--- src/rtl/alu_pkg.sv ---
// Shared definitions for the parameterised ALU: opcodes, flag bit positions, FSM states.
package alu_pkg;

  localparam logic [3:0] OP_NOP = 4'd0;
  localparam logic [3:0] OP_CLR = 4'd1;
  localparam logic [3:0] OP_ADD = 4'd2;
  localparam logic [3:0] OP_SUB = 4'd3;
  localparam logic [3:0] OP_MPY = 4'd4;
  localparam logic [3:0] OP_AND = 4'd5;
  localparam logic [3:0] OP_OR  = 4'd6;
  localparam logic [3:0] OP_NOT = 4'd7;
  localparam logic [3:0] OP_SHL = 4'd8;
  localparam logic [3:0] OP_SHR = 4'd9;
  localparam logic [3:0] OP_SAR = 4'd10;
  localparam logic [3:0] OP_CMP = 4'd11;

  // Flag bit positions inside the 4-bit flags word
  localparam int FL_N = 0;
  localparam int FL_Z = 1;
  localparam int FL_V = 2;
  localparam int FL_H = 3;

  // Flags after reset / CLR: only Z set
  localparam logic [3:0] FLAGS_RST = 4'b0010;

  typedef enum logic {
    ST_IDLE = 1'b0,
    ST_MUL  = 1'b1
  } state_t;

endpackage

--- src/rtl/param_alu_if.sv ---
// Request/result bus of the parameterised ALU; the ALU is the slave side.
interface param_alu_if #(
  parameter int WIDTH = 16
) ();

  logic             op_valid;
  logic             op_ready;
  logic [3:0]       op_code;
  logic [WIDTH-1:0] a_in;
  logic [WIDTH-1:0] b_in;
  logic [WIDTH-1:0] res_lo;
  logic [WIDTH-1:0] res_hi;
  logic             res_valid;
  logic [3:0]       flags;

  modport master (
    output op_valid, op_code, a_in, b_in,
    input  op_ready, res_lo, res_hi, res_valid, flags
  );

  modport slave (
    input  op_valid, op_code, a_in, b_in,
    output op_ready, res_lo, res_hi, res_valid, flags
  );

endinterface

--- src/rtl/alu_mul_seq.sv ---
// Sequential signed multiplier: one partial product per cycle, WIDTH iterations.
// The last iteration is combinational, so o_done/o_product are valid in the
// cycle before the edge WIDTH cycles after i_start was sampled.
module alu_mul_seq #(
  parameter int WIDTH = 16
) (
  input  logic                      clk,
  input  logic                      rst_n,
  input  logic                      i_start,
  input  logic signed [WIDTH-1:0]   i_a,
  input  logic signed [WIDTH-1:0]   i_b,
  output logic                      o_done,
  output logic signed [2*WIDTH-1:0] o_product
);

  localparam int CW = $clog2(WIDTH);
  localparam int PW = 2 * WIDTH;

  logic                 r_busy;
  logic [CW-1:0]        r_cnt;
  logic signed [PW-1:0] r_acc;
  logic signed [PW-1:0] r_mcand;
  logic [WIDTH-1:0]     r_mplier;

  logic                 w_last;
  logic signed [PW-1:0] w_pp;
  logic signed [PW-1:0] w_acc_nxt;

  // Partial product for the current multiplier bit; the sign bit has negative weight,
  // and the 2*WIDTH-bit accumulator holds even (-2^(W-1))^2 exactly
  always_comb begin
    w_last    = (r_cnt == CW'(WIDTH - 1));
    w_pp      = '0;
    if (r_mplier[0]) begin
      w_pp = w_last ? -r_mcand : r_mcand;
    end
    w_acc_nxt = r_acc + w_pp;
  end

  assign o_done    = r_busy && w_last;
  assign o_product = w_acc_nxt;

  // Iteration control; reset aborts a running multiply
  always_ff @(posedge clk or negedge rst_n) begin
    if (!rst_n) begin
      r_busy <= 1'b0;
      r_cnt  <= '0;
    end else if (i_start) begin
      r_busy <= 1'b1;
      r_cnt  <= '0;
    end else if (r_busy) begin
      if (w_last) begin
        r_busy <= 1'b0;
      end else begin
        r_cnt <= r_cnt + CW'(1);
      end
    end
  end

  // Shift-add datapath; only meaningful while busy, so it carries no reset
  always_ff @(posedge clk) begin
    if (i_start) begin
      r_acc    <= '0;
      r_mcand  <= {{WIDTH{i_a[WIDTH-1]}}, i_a};
      r_mplier <= i_b;
    end else if (r_busy) begin
      r_acc    <= w_acc_nxt;
      r_mcand  <= r_mcand <<< 1;
      r_mplier <= r_mplier >> 1;
    end
  end

endmodule

--- src/rtl/param_alu.sv ---
// Parameterised ALU: single-cycle arithmetic/logic ops plus a WIDTH-cycle signed multiply.
module param_alu
  import alu_pkg::*;
#(
  parameter int WIDTH = 16
) (
  input  logic        clk,
  input  logic        rst_n,
  param_alu_if.slave  alu
);

  state_t r_state;
  state_t w_state_nxt;

  logic                       w_ready;
  logic                       w_accept;
  logic                       w_mul_start;
  logic                       w_mul_done;
  logic signed [2*WIDTH-1:0]  w_prod;

  logic signed [WIDTH-1:0]    w_a;
  logic signed [WIDTH-1:0]    w_b;
  logic signed [WIDTH-1:0]    w_sum;
  logic signed [WIDTH-1:0]    w_diff;
  logic signed [WIDTH-1:0]    w_res;
  logic                       w_v;
  logic                       w_wr_res;
  logic                       w_wr_flags;

  logic [WIDTH-1:0]           r_lo;
  logic [WIDTH-1:0]           r_hi;
  logic [3:0]                 r_flags;
  logic                       r_valid;

  function automatic logic add_ovf(input logic signed [WIDTH-1:0] a,
                                   input logic signed [WIDTH-1:0] b,
                                   input logic signed [WIDTH-1:0] s);
    add_ovf = (a[WIDTH-1] == b[WIDTH-1]) && (s[WIDTH-1] != a[WIDTH-1]);
  endfunction

  function automatic logic sub_ovf(input logic signed [WIDTH-1:0] a,
                                   input logic signed [WIDTH-1:0] b,
                                   input logic signed [WIDTH-1:0] d);
    sub_ovf = (a[WIDTH-1] != b[WIDTH-1]) && (d[WIDTH-1] != a[WIDTH-1]);
  endfunction

  function automatic logic [3:0] res_flags(input logic signed [WIDTH-1:0] r, input logic v);
    res_flags       = '0;
    res_flags[FL_N] = r[WIDTH-1];
    res_flags[FL_Z] = (r == '0);
    res_flags[FL_V] = v;
  endfunction

  function automatic logic [3:0] mul_flags(input logic signed [2*WIDTH-1:0] p);
    mul_flags       = '0;
    mul_flags[FL_N] = p[2*WIDTH-1];
    mul_flags[FL_Z] = (p == '0);
    mul_flags[FL_H] = 1'b1;
  endfunction

  assign w_a         = alu.a_in;
  assign w_b         = alu.b_in;
  assign w_accept    = alu.op_valid && w_ready;
  assign w_mul_start = w_accept && (alu.op_code == OP_MPY);

  alu_mul_seq #(.WIDTH(WIDTH)) u_mul (
    .clk       (clk),
    .rst_n     (rst_n),
    .i_start   (w_mul_start),
    .i_a       (w_a),
    .i_b       (w_b),
    .o_done    (w_mul_done),
    .o_product (w_prod)
  );

  // FSM state register
  always_ff @(posedge clk or negedge rst_n) begin
    if (!rst_n) begin
      r_state <= ST_IDLE;
    end else begin
      r_state <= w_state_nxt;
    end
  end

  // FSM next state and ready: accept only in IDLE, stay in MUL until the product lands
  always_comb begin
    w_state_nxt = r_state;
    w_ready     = 1'b0;
    case (r_state)
      ST_IDLE: begin
        w_ready = 1'b1;
        if (alu.op_valid && (alu.op_code == OP_MPY)) begin
          w_state_nxt = ST_MUL;
        end
      end
      ST_MUL: begin
        if (w_mul_done) begin
          w_state_nxt = ST_IDLE;
        end
      end
      default: w_state_nxt = ST_IDLE;
    endcase
  end

  // Single-cycle result and overflow; CMP updates flags only, NOP/MPY write nothing here
  always_comb begin
    w_sum      = w_a + w_b;
    w_diff     = w_a - w_b;
    w_res      = '0;
    w_v        = 1'b0;
    w_wr_res   = 1'b0;
    w_wr_flags = 1'b0;
    case (alu.op_code)
      OP_CLR: begin w_res = '0;           w_wr_res = 1'b1; w_wr_flags = 1'b1; end
      OP_ADD: begin w_res = w_sum;        w_v = add_ovf(w_a, w_b, w_sum);
                    w_wr_res = 1'b1;      w_wr_flags = 1'b1; end
      OP_SUB: begin w_res = w_diff;       w_v = sub_ovf(w_a, w_b, w_diff);
                    w_wr_res = 1'b1;      w_wr_flags = 1'b1; end
      OP_CMP: begin w_res = w_diff;       w_v = sub_ovf(w_a, w_b, w_diff);
                    w_wr_flags = 1'b1; end
      OP_AND: begin w_res = w_a & w_b;    w_wr_res = 1'b1; w_wr_flags = 1'b1; end
      OP_OR:  begin w_res = w_a | w_b;    w_wr_res = 1'b1; w_wr_flags = 1'b1; end
      OP_NOT: begin w_res = ~w_a;         w_wr_res = 1'b1; w_wr_flags = 1'b1; end
      OP_SHL: begin w_res = w_a << 1;     w_wr_res = 1'b1; w_wr_flags = 1'b1; end
      OP_SHR: begin w_res = $signed({1'b0, w_a[WIDTH-1:1]});
                    w_wr_res = 1'b1;      w_wr_flags = 1'b1; end
      OP_SAR: begin w_res = w_a >>> 1;    w_wr_res = 1'b1; w_wr_flags = 1'b1; end
      default: begin end
    endcase
  end

  // Result/flag registers and the one-cycle result strobe
  always_ff @(posedge clk or negedge rst_n) begin
    if (!rst_n) begin
      r_lo    <= '0;
      r_hi    <= '0;
      r_flags <= FLAGS_RST;
      r_valid <= 1'b0;
    end else begin
      r_valid <= 1'b0;
      if (w_mul_done) begin
        r_lo    <= w_prod[WIDTH-1:0];
        r_hi    <= w_prod[2*WIDTH-1:WIDTH];
        r_flags <= mul_flags(w_prod);
        r_valid <= 1'b1;
      end else if (w_accept && (alu.op_code != OP_MPY)) begin
        r_valid <= 1'b1;
        if (w_wr_res) begin
          r_lo <= w_res;
          r_hi <= '0;
        end
        if (w_wr_flags) begin
          r_flags <= res_flags(w_res, w_v);
        end
      end
    end
  end

  assign alu.op_ready  = w_ready;
  assign alu.res_lo    = r_lo;
  assign alu.res_hi    = r_hi;
  assign alu.flags     = r_flags;
  assign alu.res_valid = r_valid;

endmodule

--- src/flat_wrapper.sv ---
// flat-port wrapper written by rule: the top's interface ports become plain ports
module param_alu_flat import alu_pkg::*;
#(
  parameter int WIDTH = 16
)
  (clk, rst_n, alu_op_valid, alu_op_code, alu_a_in, alu_b_in, alu_op_ready, alu_res_lo, alu_res_hi, alu_res_valid, alu_flags);
  param_alu_if #(.WIDTH(WIDTH)) alu_i ();
  input  logic clk;
  input  logic rst_n;
  input wire logic [$bits(alu_i.op_valid)-1:0] alu_op_valid;
  input wire logic [$bits(alu_i.op_code)-1:0] alu_op_code;
  input wire logic [$bits(alu_i.a_in)-1:0] alu_a_in;
  input wire logic [$bits(alu_i.b_in)-1:0] alu_b_in;
  output wire logic [$bits(alu_i.op_ready)-1:0] alu_op_ready;
  output wire logic [$bits(alu_i.res_lo)-1:0] alu_res_lo;
  output wire logic [$bits(alu_i.res_hi)-1:0] alu_res_hi;
  output wire logic [$bits(alu_i.res_valid)-1:0] alu_res_valid;
  output wire logic [$bits(alu_i.flags)-1:0] alu_flags;
  assign alu_i.op_valid = alu_op_valid;
  assign alu_i.op_code = alu_op_code;
  assign alu_i.a_in = alu_a_in;
  assign alu_i.b_in = alu_b_in;
  assign alu_op_ready = alu_i.op_ready;
  assign alu_res_lo = alu_i.res_lo;
  assign alu_res_hi = alu_i.res_hi;
  assign alu_res_valid = alu_i.res_valid;
  assign alu_flags = alu_i.flags;
  param_alu #(.WIDTH(WIDTH)) u_core (.clk(clk), .rst_n(rst_n), .alu(alu_i));
endmodule
--- config.mk ---
export PLATFORM = sky130hd
export DESIGN_NAME = param_alu_flat
export DESIGN_NICKNAME = d
export VERILOG_FILES = /design/src/rtl/alu_pkg.sv /design/src/rtl/param_alu_if.sv /design/src/rtl/alu_mul_seq.sv /design/src/rtl/param_alu.sv /design/src/flat_wrapper.sv
export SDC_FILE = /design/constraint.sdc
export NUM_CORES = 1
export LEC_CHECK = 0
export ABC_CLOCK_PERIOD_IN_PS = 5000
export CAP_MARGIN = 20
export CORE_MARGIN = 2
export CORE_UTILIZATION = 55
export DETAILED_ROUTE_END_ITERATION = 12
export PLACE_DENSITY = 0.79
export SYNTH_ARGS = -nofsm -noshare
export SYNTH_HDL_FRONTEND = slang
export SYNTH_SLANG_ARGS = --single-unit
--- constraint.sdc ---
create_clock -name clk -period 5 [get_ports clk]
set_input_delay 0.5 -clock clk [delete_from_list [all_inputs] [get_ports clk]]
set_output_delay 0.5 -clock clk [all_outputs]
set_load 0.01 [all_outputs]
==> After elaboration in Yosys (flattened, before gate mapping) <==
Cells that the tools add are included.
{ "op_classes": {"n_addsub": 5, "n_eq_ne": 18, "mux": 31, "n_bitwise": 4, "n_reduce_logical": 19} }
{ "op_table": {"columns": ["operator", "n"], "rows": [
  ["$mux W16", 8],
  ["$mux W32", 4],
  ["$pmux W16 S8", 1],
  ["$add A32 B32 Y32", 1],
  ["$logic_not A32 Y1", 1],
  ["$neg A32 Y32", 1],
  ["$mux W4", 6],
  ["$eq A4 B4 Y1 const B", 5],
  ["$add A16 B16 Y16", 1],
  ["$and A16 B16 Y16", 1],
  ["$eq A4 B3 Y1 const B", 4],
  ["$logic_not A16 Y1", 1],
  ["$not A16 Y16", 1],
  ["$or A16 B16 Y16", 1],
  ["$sub A16 B16 Y16", 1],
  ["$mux W1", 10],
  ["$reduce_or A10 Y1", 1],
  ["$reduce_or A9 Y1", 1],
  ["$eq A4 B2 Y1 const B", 2],
  ["$reduce_bool A2 Y1", 4],
  ["$logic_and A1 B1 Y1", 7],
  ["$reduce_and A2 Y1", 3],
  ["$add A4 B1 Y4 const B", 1],
  ["$eq A4 B1 Y1 const B", 1],
  ["7 further kinds", 10]
]} }
{ "word_totals": {"ff_bits": 123, "input_bits": 39, "out_inout_bits": 38, "word_cells": 87} }

==> Depth between registers and ports, before layout <==
Gate-level depths: netlist of run 1.
{ "depth": {"depth_word": 7, "depth_mapped": 23} }

==> Cells and area by module <==
A second synthesis of run 1 with hierarchy kept.
{ "hier_totals": {"hier_cells": 1255, "area_unflattened_um2": 10697.8} }
{ "modules_own_cells": {"columns": ["module", "instances", "cells_each", "area_per_inst_um2"], "rows": [
  ["alu_mul_seq", 1, 646, 6020.8],
  ["param_alu", 1, 609, 4677.0]
]} }

==> Worst setup path after synthesis of run 1 <==
No wires, ideal clock.
{ "synth_timing": {"path_kind": "register to register", "start": "reg u_core.u_mul.r_mcand[1]", "end": "reg u_core.r_flags[1], in the netlist u_core.alu.flags[1]", "arrival_time_ns": 5.276, "required_time_ns": 4.903, "setup_slack_ns": -0.373, "path_stages_with_launch": 21, "path_buffers": 1, "path_cell_list": "edfxtp_1 > inv_1 > ha_1 > nand2b_1 > nand2b_1 > nor2_1 > nand2_1 > or3_1 > o41ai_1 > xnor2_1 > and2_1 > ha_1 > clkbuf_1 > nand4_1 > or3_1 > o21ai_1 > mux2_1 > or4_1 > or4_1 > or4b_1 > o41ai_2"} }
{ "synth_between": {"elab_chain_len": 6} }
{ "synth_rtl": {"columns": ["item", "line_no", "rtl"], "rows": [
  ["start, declared", "alu_mul_seq.sv:22", "logic signed [PW-1:0] r_mcand;"],
  ["start signal, assigned", "alu_mul_seq.sv:64", "r_mcand <= {{WIDTH{i_a[WIDTH-1]}}, i_a};"],
  ["start signal, assigned", "alu_mul_seq.sv:68", "r_mcand <= r_mcand <<< 1;"],
  ["$neg A32 Y32", "alu_mul_seq.sv:35", "w_pp = w_last ? -r_mcand : r_mcand;"],
  ["$mux W32 *", "alu_mul_seq.sv:35", null],
  ["$mux W32 *", "alu_mul_seq.sv:34", "if (r_mplier[0]) begin"],
  ["$add A32 B32 Y32 *", "alu_mul_seq.sv:37", "w_acc_nxt = r_acc + w_pp;"],
  ["$logic_not A32 Y1 *", "param_alu.sv:57", "mul_flags[FL_Z] = (p == '0);"],
  ["$mux W4 *", "param_alu.sv:141", "if (w_mul_done) begin"],
  ["end signal, assigned", "param_alu.sv:144", "r_flags <= mul_flags(w_prod);"],
  ["end signal, assigned", "param_alu.sv:153", "r_flags <= res_flags(w_res, w_v);"],
  ["end, declared", "param_alu.sv:32", "logic [3:0] r_flags;"]
]} }
Every way passes the cells marked *; elsewhere a longest branch is shown, timed or not.
A chain may end at the register's enable or synchronous reset.

==> Worst setup path after layout of run 1 <==
{ "layout_timing": {"start": "reg u_core.u_mul.r_mcand[0]", "end": "reg u_core.r_flags[1], in the netlist u_core.alu.flags[1]"} }
The elaborated chain is that of the path after synthesis.

==> results_tabular.tex, run 1 <==
\begin{tabular}{lr}
\hline
Metric & Value \\
\hline
\multicolumn{2}{l}{\textbf{Finish}} \\
\quad Area growth from synthesis to final layout & 22.8\% \\
\quad Leading cell types in the layout, fill and taps excluded & sky130\_fd\_sc\_hd\_\_nand2\_1, sky130\_fd\_sc\_hd\_\_nor2\_1, sky130\_fd\_sc\_hd\_\_buf\_4 \\
\quad Final Net Count & 1497 \\
\quad Leading cell type in the layout, fill and taps excluded & sky130\_fd\_sc\_hd\_\_nand2\_1 \\
\quad Final standard cell utilization of the core & 0.683 \\
\quad Proportion of layout cells with a drive suffix above 1 & 0.133 \\
\quad Area of all placed cells without fillers & 12600 µm² \\
\quad Antenna diodes & 0 \\
\multicolumn{2}{l}{\textbf{Critical path}} \\
\quad Crit path max-delay cell type & sky130\_fd\_sc\_hd\_\_or4b\_4 \\
\quad Number of buffers and inverters on the critical path & 2 \\
\quad Sequence of cells on the critical path & inv\_1 -> ha\_2 -> nand2b\_1 -> nand2b\_4 -> nor2\_1 -> nand2\_1 -> or3\_4 -> nor4\_4 -> buf\_4 -> a21oi\_1 -> xor2\_1 -> and2\_1 -> ha\_4 -> o21ai\_0 -> nor2\_1 -> nor2\_2 -> mux2i\_1 -> or4\_1 -> nor4b\_2 -> nand4\_1 -> or4\_1 -> or4b\_4 -> o41ai\_2 \\
\quad Reg2reg end & u\_core.alu.flags[1]\$\_DFFE\_PN1P\_ \\
\quad Crit-path leading delay family & simple AND/OR/NAND/NOR gates \\
\quad Max Fanout on Critical Path & 4 \\
\quad Depth of the worst register-to-register path & 23 \\
\quad Worst Setup Start Kind & flip-flop \\
\quad Sort of element at the end of the critical path & flip-flop \\
\quad Data arrival time of the critical path & 5.51 ns \\
\quad CP Data Required Time & 5.34 ns \\
\quad Reg-to-Reg Start & u\_core.u\_mul.r\_mcand[0]\$\_SDFFCE\_PN0P\_ \\
\quad Startpoint-to-endpoint class of the critical path & reg2reg \\
\quad Worst path max stage delay & 0.54 ns \\
\quad Worst-case register-to-register setup slack & -0.17 ns \\
\multicolumn{2}{l}{\textbf{Global routing}} \\
\quad Initial antenna violation count & 0 \\
\quad Maximum number of pins on one net before global-route repair & 78 \\
\quad Total track usage & 0.326 \\
\quad First-pass GRT wire length & 50.8 mm \\
\quad Total grt overflow & 0 \\
\quad Number of global-route vias before repair & 9431 \\
\multicolumn{2}{l}{\textbf{Timing}} \\
\quad Worst hold slack after final layout & 0.0194 ns \\
\quad Post-route clock period utilization & 1.03 \\
\quad Max Clock Freq & 193 MHz \\
\quad Actual slew at the worst max-slew pin & 0.806 ns \\
\quad Worst clock skew on the final layout & 0.0124 ns \\
\quad Period minus WS final & 5.17 ns \\
\quad Total of endpoints with negative setup slack in the final report & 1 \\
\quad RSZ-0062 raised after global routing & yes \\
\quad Final Slew Violations & 0 \\
\quad Worst path setup slack after routing & -0.171 ns \\
\quad Final hold violation count & 0 \\
\quad Headroom to the max-slew limit & 0.460 \\
\multicolumn{2}{l}{\textbf{Clocking}} \\
\quad Latest clock arrival within the worst-skew pair & 0.45 ns \\
\quad Clock-pin transition on the worst setup and hold timing paths & 0.06 ns \\
\quad Clk buf depth & 2 \\
\quad Htree depth & 4 \\
\quad Clock tree from TritonCTS & done \\
\quad Number of buffers added by the clock tree synthesis step & 17 \\
\quad Clock root buffer & sky130\_fd\_sc\_hd\_\_clkbuf\_16 \\
\quad Number of sinks on the clock net & 123 \\
\multicolumn{2}{l}{\textbf{Outcome}} \\
\quad Failing checks & negative setup slack \\
\quad Run status & finished, violations left \\
\multicolumn{2}{l}{\textbf{Yosys}} \\
\quad Cell Area, Synth & 10300 µm² \\
\quad Flip-flop and latch count after synthesis & 123 \\
\quad Number of nets in the synthesized netlist & 1372 \\
\quad Sequential share of the synthesized area & 0.307 \\
\quad Number of warning messages in the yosys log & 0 \\
\quad Average footprint of a synthesized cell & 8.24 µm² \\
\quad Post-synth top flop & sky130\_fd\_sc\_hd\_\_edfxtp\_1 \\
\quad Area share of the largest cell type after synthesis & 0.140 \\
\quad Area leader, netlist & sky130\_fd\_sc\_hd\_\_edfxtp\_1 \\
\quad Distinct cell type count after synthesis & 79 \\
\quad Biggest area contributors in the synthesized netlist & sky130\_fd\_sc\_hd\_\_edfxtp\_1, sky130\_fd\_sc\_hd\_\_dfrtp\_1, sky130\_fd\_sc\_hd\_\_ha\_1, sky130\_fd\_sc\_hd\_\_dfxtp\_1, sky130\_fd\_sc\_hd\_\_o21ai\_0 \\
\quad Gate Count Post-Synth & 1250 \\
\quad Async SR Flop Fraction & 0.350 \\
\quad Number of synthesized flops with an enable pin & 48 \\
\multicolumn{2}{l}{\textbf{Pwr}} \\
\quad P per Cell Area & 664 nW/µm² \\
\quad Static Leak & 5.61 nW \\
\quad Switching pwr & 3.76 mW \\
\quad Switching fraction of total power & 0.448 \\
\quad Internal power & 4.63 mW \\
\quad Sequential group share of total power & 0.224 \\
\quad Portion of total power attributed to combinational logic & 0.629 \\
\quad Worst IR drop on VDD & 0.000304 V \\
\quad Clk network pwr share & 0.147 \\
\multicolumn{2}{l}{\textbf{Placed design}} \\
\quad Final weighted congestion in routability-driven placement & 1.00 \\
\quad Post-Place Setup Slack & -0.114 ns \\
\quad Area after DPL & 11900 µm² \\
\quad Half-perimeter wire length after detailed placement & 24.5 mm \\
\quad Number of port buffers & 76 \\
\multicolumn{2}{l}{\textbf{Drt}} \\
\quad Post-route DRC & 0 \\
\quad Routed WL & 32.5 mm \\
\quad Number of search-and-repair iterations in the first detailed-routing pass & 5 \\
\quad Number of DRC markers in iteration 0 & 1108 \\
\quad Final routed wire length divided by cell count & 20.0 µm \\
\quad Vias per std cell & 6.35 \\
\quad Via count & 10300 \\
\quad Count of antenna-violating nets left after detailed routing & 0 \\
\multicolumn{2}{l}{\textbf{Die}} \\
\quad Overall die width & 141 µm \\
\quad Die Span Y & 141 µm \\
\quad Num ports & 77 \\
\quad Core region area & 18500 µm² \\
\quad Standard-cell row count & 50 \\
\quad Initial core utilization & 0.556 \\
\quad Floorplan die area & 19800 µm² \\
\multicolumn{2}{l}{\textbf{Flow run}} \\
\quad Max cap viols & 0 \\
\multicolumn{2}{l}{\textbf{Worst hold path}} \\
\quad Worst hold-check path type & in2async \\
\hline
\end{tabular}
-- how the worst max path moves through the flow --
stage	end	startpoint	slack [ns]	cells after the start
2_1_floorplan	u_core.alu.flags[1]$_DFFE_PN1P_	u_core.u_mul.r_mcand[11]$_DFFE_PP_	-0.07	15
3_3_place_gp	u_core.alu.flags[1]$_DFFE_PN1P_	u_core.u_mul.r_mcand[1]$_DFFE_PP_	-0.02	23
3_5_place_dp	u_core.alu.flags[1]$_DFFE_PN1P_	u_core.u_mul.r_mcand[0]$_SDFFCE_PN0P_	-0.11	23
4_1_cts	u_core.alu.flags[1]$_DFFE_PN1P_	u_core.u_mul.r_mcand[0]$_SDFFCE_PN0P_	-0.09	21
5_1_grt	u_core.alu.flags[1]$_DFFE_PN1P_	u_core.u_mul.r_mcand[11]$_DFFE_PP_	-0.48	18
6_report	u_core.alu.flags[1]$_DFFE_PN1P_	u_core.u_mul.r_mcand[0]$_SDFFCE_PN0P_	-0.17	23
-- routing by layer --
layer	routed length (µm)	global-route usage
met2	14400	0.499
met4	996	0.117
met1	14300	0.465
met3	2890	0.0594
met5	0	0
-- timing repair --
item                       in CTS  in global routing
gates cloned                    0                  0
pin swaps                       4                  5
setup buffers                   1                  0
resized for setup               6                 12
hold buffers                    0                  0
setup endpoints to repair       1                  1
-- cell families (layout without fill, tap and decap cells) --
kind of cell,after synthesis,count (layout),synth area share
xor gates and xnor gates,61,61,0.0519
and+or+nand+nor,418,418,0.200
AOI/OAI and AO/OA,386,386,0.250
DFF,123,123,0.307
adders and majority gates,83,83,0.103
muxes,38,38,0.0372
buffers and inverters,141,279,0.0515
-- cell usage after synthesis (5+ instances only) --
| master | instances |
|---|---|
| sky130_fd_sc_hd__a211o_1 | 10 |
| sky130_fd_sc_hd__o41ai_1 | 7 |
| sky130_fd_sc_hd__nor2_1 | 114 |
| sky130_fd_sc_hd__a211oi_1 | 22 |
| sky130_fd_sc_hd__or3_1 | 13 |
| sky130_fd_sc_hd__nand2b_1 | 10 |
| sky130_fd_sc_hd__a21o_1 | 39 |
| sky130_fd_sc_hd__nor2b_1 | 6 |
| sky130_fd_sc_hd__edfxtp_1 | 48 |
| sky130_fd_sc_hd__a31oi_1 | 17 |
| sky130_fd_sc_hd__o21a_1 | 5 |
| sky130_fd_sc_hd__nand4_1 | 12 |
| sky130_fd_sc_hd__a2bb2oi_1 | 7 |
| sky130_fd_sc_hd__nor3_1 | 29 |
| sky130_fd_sc_hd__nand3_1 | 24 |
| sky130_fd_sc_hd__a2111oi_0 | 5 |
| sky130_fd_sc_hd__buf_1 | 10 |
| sky130_fd_sc_hd__o31ai_1 | 10 |
| sky130_fd_sc_hd__o21ai_0 | 104 |
| sky130_fd_sc_hd__o21bai_1 | 6 |
| sky130_fd_sc_hd__clkbuf_1 | 65 |
| sky130_fd_sc_hd__dfxtp_1 | 32 |
| sky130_fd_sc_hd__o211ai_1 | 10 |
| sky130_fd_sc_hd__a21oi_1 | 68 |
| sky130_fd_sc_hd__or4_1 | 10 |
| sky130_fd_sc_hd__xor2_1 | 22 |
| sky130_fd_sc_hd__xnor2_1 | 39 |
| sky130_fd_sc_hd__a22o_1 | 14 |
| sky130_fd_sc_hd__mux2i_1 | 36 |
| sky130_fd_sc_hd__inv_1 | 65 |
| sky130_fd_sc_hd__a21boi_0 | 6 |
| sky130_fd_sc_hd__and3_1 | 10 |
| sky130_fd_sc_hd__a221o_1 | 5 |
| sky130_fd_sc_hd__and2_1 | 36 |
| sky130_fd_sc_hd__dfrtp_1 | 42 |
| sky130_fd_sc_hd__o21ai_1 | 5 |
| sky130_fd_sc_hd__nand2_1 | 117 |
| sky130_fd_sc_hd__o221ai_1 | 5 |
| sky130_fd_sc_hd__nand3b_1 | 5 |
| sky130_fd_sc_hd__ha_1 | 80 |
-- layout make-up --
type	instances	area [µm²]
Clock buffer	20	468
Clock inverter	12	110
Fill cell	1544	5880
Inverter	65	244
Multi-Input combinational cell	986	6800
Sequential cell	123	3160
Tap cell	234	293
Timing Repair Buffer	182	1570
-- through the flow --
step	power [mW]	cells	TNS, ns
2_1_floorplan	4.89	1250	-0.0655
3_3_place_gp	6.86	1588	-0.0207
3_5_place_dp	6.93	1588	-0.114
4_1_cts	8.24	1621	-0.0863
5_1_grt	8.93	1622	-0.481
6_report	8.39	1622	-0.171
-- power groups by stage --
| stage | clock network, mW | logic [mW] | registers, mW |
|---|---|---|---|
| 6_report | 1.23 | 5.28 | 1.88 |
| 5_1_grt | 1.28 | 5.72 | 1.92 |
| 4_1_cts | 1.24 | 5.14 | 1.86 |
| 3_5_place_dp | 0 | 5.06 | 1.87 |
| 3_3_place_gp | 0 | 5.01 | 1.86 |
| 2_1_floorplan | 0 | 3.02 | 1.88 |
-- state kept, by name (all words and copies together), names as in the netlist --
name and cells:
u_core.alu.flags 4, u_core.alu.res_hi 16, u_core.alu.res_lo 16, u_core.alu.res_valid 1
u_core.r_state 1, u_core.u_mul.r_acc 32, u_core.u_mul.r_busy 1, u_core.u_mul.r_cnt 4
u_core.u_mul.r_mcand 32, u_core.u_mul.r_mplier 16
Power figures use the tool's default switching activity.
==> run 2, diff against run 1 <==
Settings changed: PLACE_DENSITY 0.79 to 0.78, SYNTH_HIERARCHICAL set to 1.
==> results_tabular.tex, run 2 <==
\begin{tabular}{lr}
\hline
Metric & Value \\
\hline
\multicolumn{2}{l}{\textbf{Outcome}} \\
\quad Run status & finished, violations left (unchanged) \\
\quad Failing checks & design-rule violations (was negative setup slack) \\
\multicolumn{2}{l}{\textbf{Drt}} \\
\quad Number of DRC markers in iteration 0 & 1091 (was 1108) \\
\quad Count of antenna-violating nets left after detailed routing & 0 (unchanged) \\
\quad Vias per std cell & 6.40 (was 6.35) \\
\quad Post-route DRC & 2 (was 0) \\
\quad Number of search-and-repair iterations in the first detailed-routing pass & 10 (was 5) \\
\quad Via count & 10200 (was 10300) \\
\quad Final routed wire length divided by cell count & 20.0 µm (about the same) \\
\quad Routed WL & 32.0 mm (was 32.5 mm) \\
\multicolumn{2}{l}{\textbf{Placed design}} \\
\quad Number of port buffers & 76 (unchanged) \\
\quad Final weighted congestion in routability-driven placement & 1.01 (was 1.00) \\
\quad Post-Place Setup Slack & 0.0578 ns (was -0.114 ns) \\
\quad Half-perimeter wire length after detailed placement & 23.4 mm (was 24.5 mm) \\
\quad Area after DPL & 11700 µm² (was 11900 µm²) \\
\multicolumn{2}{l}{\textbf{Die}} \\
\quad Initial core utilization & 0.555 (was 0.556) \\
\quad Floorplan die area & 20600 µm² (was 19800 µm²) \\
\quad Standard-cell row count & 51 (was 50) \\
\quad Die Span Y & 143 µm (was 141 µm) \\
\quad Overall die width & 143 µm (was 141 µm) \\
\quad Core region area & 19300 µm² (was 18500 µm²) \\
\quad Num ports & 77 (unchanged) \\
\multicolumn{2}{l}{\textbf{Timing}} \\
\quad Final Slew Violations & 0 (unchanged) \\
\quad Period minus WS final & 4.72 ns (was 5.17 ns) \\
\quad RSZ-0062 raised after global routing & no (was yes) \\
\quad Headroom to the max-slew limit & 0.267 (was 0.460) \\
\quad Total of endpoints with negative setup slack in the final report & 0 (was 1) \\
\quad Worst path setup slack after routing & 0.283 ns (was -0.171 ns) \\
\quad Worst clock skew on the final layout & 0.0140 ns (was 0.0124 ns) \\
\quad Actual slew at the worst max-slew pin & 1.10 ns (was 0.806 ns) \\
\quad Max Clock Freq & 212 MHz (was 193 MHz) \\
\quad Setup\_tns & 0 ns (was -0.171 ns) \\
\quad Final hold violation count & 0 (unchanged) \\
\quad Post-route clock period utilization & 0.943 (was 1.03) \\
\multicolumn{2}{l}{\textbf{Yosys}} \\
\quad Biggest area contributors in the synthesized netlist & sky130\_fd\_sc\_hd\_\_edfxtp\_1, sky130\_fd\_sc\_hd\_\_dfrtp\_1, sky130\_fd\_sc\_hd\_\_ha\_1, sky130\_fd\_sc\_hd\_\_dfxtp\_1, sky130\_fd\_sc\_hd\_\_a21oi\_1 (was sky130\_fd\_sc\_hd\_\_edfxtp\_1, sky130\_fd\_sc\_hd\_\_dfrtp\_1, sky130\_fd\_sc\_hd\_\_ha\_1, sky130\_fd\_sc\_hd\_\_dfxtp\_1, sky130\_fd\_sc\_hd\_\_o21ai\_0) \\
\quad Area share of the largest cell type after synthesis & 0.135 (was 0.140) \\
\quad Number of nets in the synthesized netlist & 1380 (was 1372) \\
\quad Average footprint of a synthesized cell & 8.52 µm² (was 8.24 µm²) \\
\quad Number of warning messages in the yosys log & 6 (was 0) \\
\quad Distinct cell type count after synthesis & 94 (was 79) \\
\quad Sequential share of the synthesized area & 0.295 (was 0.307) \\
\quad Most numerous cell types in the synthesized netlist & sky130\_fd\_sc\_hd\_\_nand2\_1, sky130\_fd\_sc\_hd\_\_a21oi\_1, sky130\_fd\_sc\_hd\_\_inv\_1, sky130\_fd\_sc\_hd\_\_o21ai\_0, sky130\_fd\_sc\_hd\_\_nor2\_1 (was sky130\_fd\_sc\_hd\_\_nand2\_1, sky130\_fd\_sc\_hd\_\_nor2\_1, sky130\_fd\_sc\_hd\_\_o21ai\_0) \\
\quad Area leader, netlist & sky130\_fd\_sc\_hd\_\_edfxtp\_1 (unchanged) \\
\quad Number of synthesized flops with an enable pin & 48 (unchanged) \\
\quad Flip-flop and latch count after synthesis & 123 (unchanged) \\
\quad Gate Count Post-Synth & 1255 (was 1250) \\
\quad Async SR Flop Fraction & 0.350 (unchanged) \\
\quad Post-synth top flop & sky130\_fd\_sc\_hd\_\_edfxtp\_1 (unchanged) \\
\quad Cell Area, Synth & 10700 µm² (was 10300 µm²) \\
\quad Cell with the most instances after synthesis & sky130\_fd\_sc\_hd\_\_nand2\_1 (unchanged) \\
\multicolumn{2}{l}{\textbf{Finish}} \\
\quad Proportion of layout cells with a drive suffix above 1 & 0.127 (was 0.133) \\
\quad Leading cell types in the layout, fill and taps excluded & sky130\_fd\_sc\_hd\_\_nand2\_1, sky130\_fd\_sc\_hd\_\_o21ai\_0, sky130\_fd\_sc\_hd\_\_inv\_1, sky130\_fd\_sc\_hd\_\_a21oi\_1, sky130\_fd\_sc\_hd\_\_nor2\_1 (was sky130\_fd\_sc\_hd\_\_nand2\_1, sky130\_fd\_sc\_hd\_\_nor2\_1, sky130\_fd\_sc\_hd\_\_buf\_4) \\
\quad Area of the multi-input gates & 7070 µm² (was 6800 µm²) \\
\quad Antenna diodes & 0 (unchanged) \\
\quad Area of all placed cells without fillers & 12500 µm² (was 12600 µm²) \\
\quad Leading cell type in the layout, fill and taps excluded & sky130\_fd\_sc\_hd\_\_nand2\_1 (unchanged) \\
\quad Final Net Count & 1441 (was 1497) \\
\quad Leading registers by flop count & u\_core/u\_mul/r\_acc: 32 flops, u\_core/u\_mul/r\_mcand: 32 flops (was u\_core.u\_mul.r\_acc: 32 flops, u\_core.u\_mul.r\_mcand: 32 flops) \\
\quad Final-layout fill cell count & 1655 (was 1544) \\
\quad Area used by sequential logic in the layout & 3160 µm² (about the same) \\
\quad Area growth from synthesis to final layout & 17.1\% (was 22.8\%) \\
\multicolumn{2}{l}{\textbf{Clocking}} \\
\quad Htree depth & 4 (unchanged) \\
\quad Number of buffers added by the clock tree synthesis step & 17 (unchanged) \\
\quad Latest clock arrival within the worst-skew pair & 0.42 ns (was 0.45 ns) \\
\quad Clk buf depth & 2 (unchanged) \\
\quad Number of sinks on the clock net & 123 (unchanged) \\
\quad Hold buffer count at cts & 0 (unchanged) \\
\quad Clock root buffer & sky130\_fd\_sc\_hd\_\_clkbuf\_16 (unchanged) \\
\quad Clock tree from TritonCTS & done (unchanged) \\
\quad Clock-pin transition on the worst setup and hold timing paths & 0.06 ns (about the same) \\
\multicolumn{2}{l}{\textbf{Critical path}} \\
\quad Worst Setup Start Kind & flip-flop (unchanged) \\
\quad CP Data Required Time & 5.35 ns (was 5.34 ns) \\
\quad Data arrival time of the critical path & 5.07 ns (was 5.51 ns) \\
\quad Reg2reg end & u\_core/alu.flags[1]\$\_DFFE\_PN1P\_ (was u\_core.alu.flags[1]\$\_DFFE\_PN1P\_) \\
\quad Max Fanout on Critical Path & 6 (was 4) \\
\quad Start point of the critical path & u\_core/u\_mul/r\_mcand[0]\$\_SDFFCE\_PN0P\_ (was u\_core.u\_mul.r\_mcand[0]\$\_SDFFCE\_PN0P\_) \\
\quad Reg-to-Reg Start & u\_core/u\_mul/r\_mcand[0]\$\_SDFFCE\_PN0P\_ (was u\_core.u\_mul.r\_mcand[0]\$\_SDFFCE\_PN0P\_) \\
\quad Depth of the worst register-to-register path & 20 (was 23) \\
\quad Startpoint-to-endpoint class of the critical path & reg2reg (unchanged) \\
\quad Sort of element at the end of the critical path & flip-flop (unchanged) \\
\quad Worst-case register-to-register setup slack & 0.28 ns (was -0.17 ns) \\
\multicolumn{2}{l}{\textbf{Pwr}} \\
\quad Worst IR drop on VDD & 0.000347 V (was 0.000304 V) \\
\quad Portion of total power attributed to combinational logic & 0.582 (was 0.629) \\
\quad Switching pwr & 3.37 mW (was 3.76 mW) \\
\quad Sequential group share of total power & 0.249 (was 0.224) \\
\quad Static Leak & 5.17 nW (was 5.61 nW) \\
\quad P per Cell Area & 596 nW/µm² (was 664 nW/µm²) \\
\quad Switching fraction of total power & 0.452 (was 0.448) \\
\quad Internal power & 4.10 mW (was 4.63 mW) \\
\quad Clk network pwr share & 0.169 (was 0.147) \\
\multicolumn{2}{l}{\textbf{Global routing}} \\
\quad Total track usage & 0.307 (was 0.326) \\
\quad Number of global-route vias before repair & 9176 (was 9431) \\
\quad Maximum number of pins on one net before global-route repair & 77 (was 78) \\
\quad Total grt overflow & 0 (unchanged) \\
\quad First-pass GRT wire length & 49.4 mm (was 50.8 mm) \\
\quad Initial antenna violation count & 0 (unchanged) \\
\multicolumn{2}{l}{\textbf{Worst hold path}} \\
\quad Worst hold-check path type & in2async (unchanged) \\
\multicolumn{2}{l}{\textbf{Flow run}} \\
\quad Max cap viols & 0 (unchanged) \\
\hline
\end{tabular}
## run 2: cell count changes in the layout (fill, tap and decap cells not counted), moves of 10 or more
cell / delta
sky130_fd_sc_hd__buf_4: -68
sky130_fd_sc_hd__nor2_1: -32
sky130_fd_sc_hd__mux2_2: +26
sky130_fd_sc_hd__inv_1: +25
sky130_fd_sc_hd__a21oi_1: +24
sky130_fd_sc_hd__a21o_1: -15
sky130_fd_sc_hd__mux2i_1: -15
sky130_fd_sc_hd__o21ai_0: -13
sky130_fd_sc_hd__nand2_1: -12
sky130_fd_sc_hd__nor4_1: +11
sky130_fd_sc_hd__xor2_1: -10
## run 2: how the worst max path moves through the flow
stage | end | slack [ns] | cells after the start
after floorplan | u_core/alu.flags[1]$_DFFE_PN1P_ | 0.47 | 20
after global placement | u_core/alu.flags[1]$_DFFE_PN1P_ | 0.16 | 19
after detailed placement | u_core/alu.flags[1]$_DFFE_PN1P_ | 0.06 | 21
after CTS | u_core/alu.flags[1]$_DFFE_PN1P_ | 0.0005 | 21
after global routing | u_core/alu.flags[1]$_DFFE_PN1P_ | 0.02 | 20
final | u_core/alu.flags[1]$_DFFE_PN1P_ | 0.28 | 20
## run 2: logic make-up after synthesis
kind of cell,share of synthesized area
flops,0.295
simple gates,0.193
fa+ha+maj,0.103
compound gates,0.251
xor+xnor,0.0484
buf+inv,0.0614
mux,0.0481
## run 2: metrics by stage
stage	power (mW)	utilization	hold WS, ns	instances
2_1_floorplan	4.49	-	0.204	1255
3_3_place_gp	5.84	0.609	0.461	1559
3_5_place_dp	5.90	0.609	0.467	1559
4_1_cts	7.21	0.641	0.241	1591
5_1_grt	7.87	0.650	0.311	1594
6_report	7.47	0.650	0.198	1594
## run 2: power by group through the flow
stage,Clock [mW],Combinational (mW),Sequential (mW)
after CTS,1.27,4.09,1.85
after global placement,0,3.99,1.85
after global routing,1.32,4.63,1.92
final,1.26,4.34,1.86
after detailed placement,0,4.04,1.86
after floorplan,0,2.67,1.81
## run 2: layout make-up
cell class,count,area share
Sequential cell,123,0.252
Tap cell,265,0.0265
Multi-Input combinational cell,972,0.564
Inverter,90,0.0270
Timing Repair Buffer,112,0.0819
Clock buffer,20,0.0374
Clock inverter,12,0.0108
## run 2: repair_timing
action,4_1_cts,5_1_grt
resized for setup,0,32
setup buffers,0,3
endpoints found under the setup margin,0,2
hold endpoints to repair,0,0
## run 2: critical path, cell delays in order, from the launching register on
cell	delay, ns
sky130_fd_sc_hd__edfxtp_1	0.41
sky130_fd_sc_hd__inv_1	0.11
sky130_fd_sc_hd__ha_1	0.21
sky130_fd_sc_hd__nor4b_4	0.23
sky130_fd_sc_hd__nand4_1	0.25
sky130_fd_sc_hd__o31ai_1	0.32
sky130_fd_sc_hd__xnor2_1	0.09
sky130_fd_sc_hd__and2_1	0.18
sky130_fd_sc_hd__ha_1	0.36
sky130_fd_sc_hd__a21o_1	0.22
sky130_fd_sc_hd__a311oi_1	0.26
sky130_fd_sc_hd__o21ai_0	0.16
sky130_fd_sc_hd__a21oi_2	0.32
sky130_fd_sc_hd__a21oi_1	0.14
sky130_fd_sc_hd__or3_1	0.34
sky130_fd_sc_hd__and2_1	0.24
sky130_fd_sc_hd__nor4_1	0.28
sky130_fd_sc_hd__nand2_1	0.09
sky130_fd_sc_hd__nor4_1	0.21
sky130_fd_sc_hd__a22oi_1	0.10
sky130_fd_sc_hd__o21ai_1	0.11
## run 2: per-layer routing
layer  GRT usage  up-vias  wire [µm]
met5           0        -          0
met4       0.106        0        931
met3      0.0703       82       2980
met2       0.469      545      14300
met1       0.427     4821      13800
li1            -     4746          -
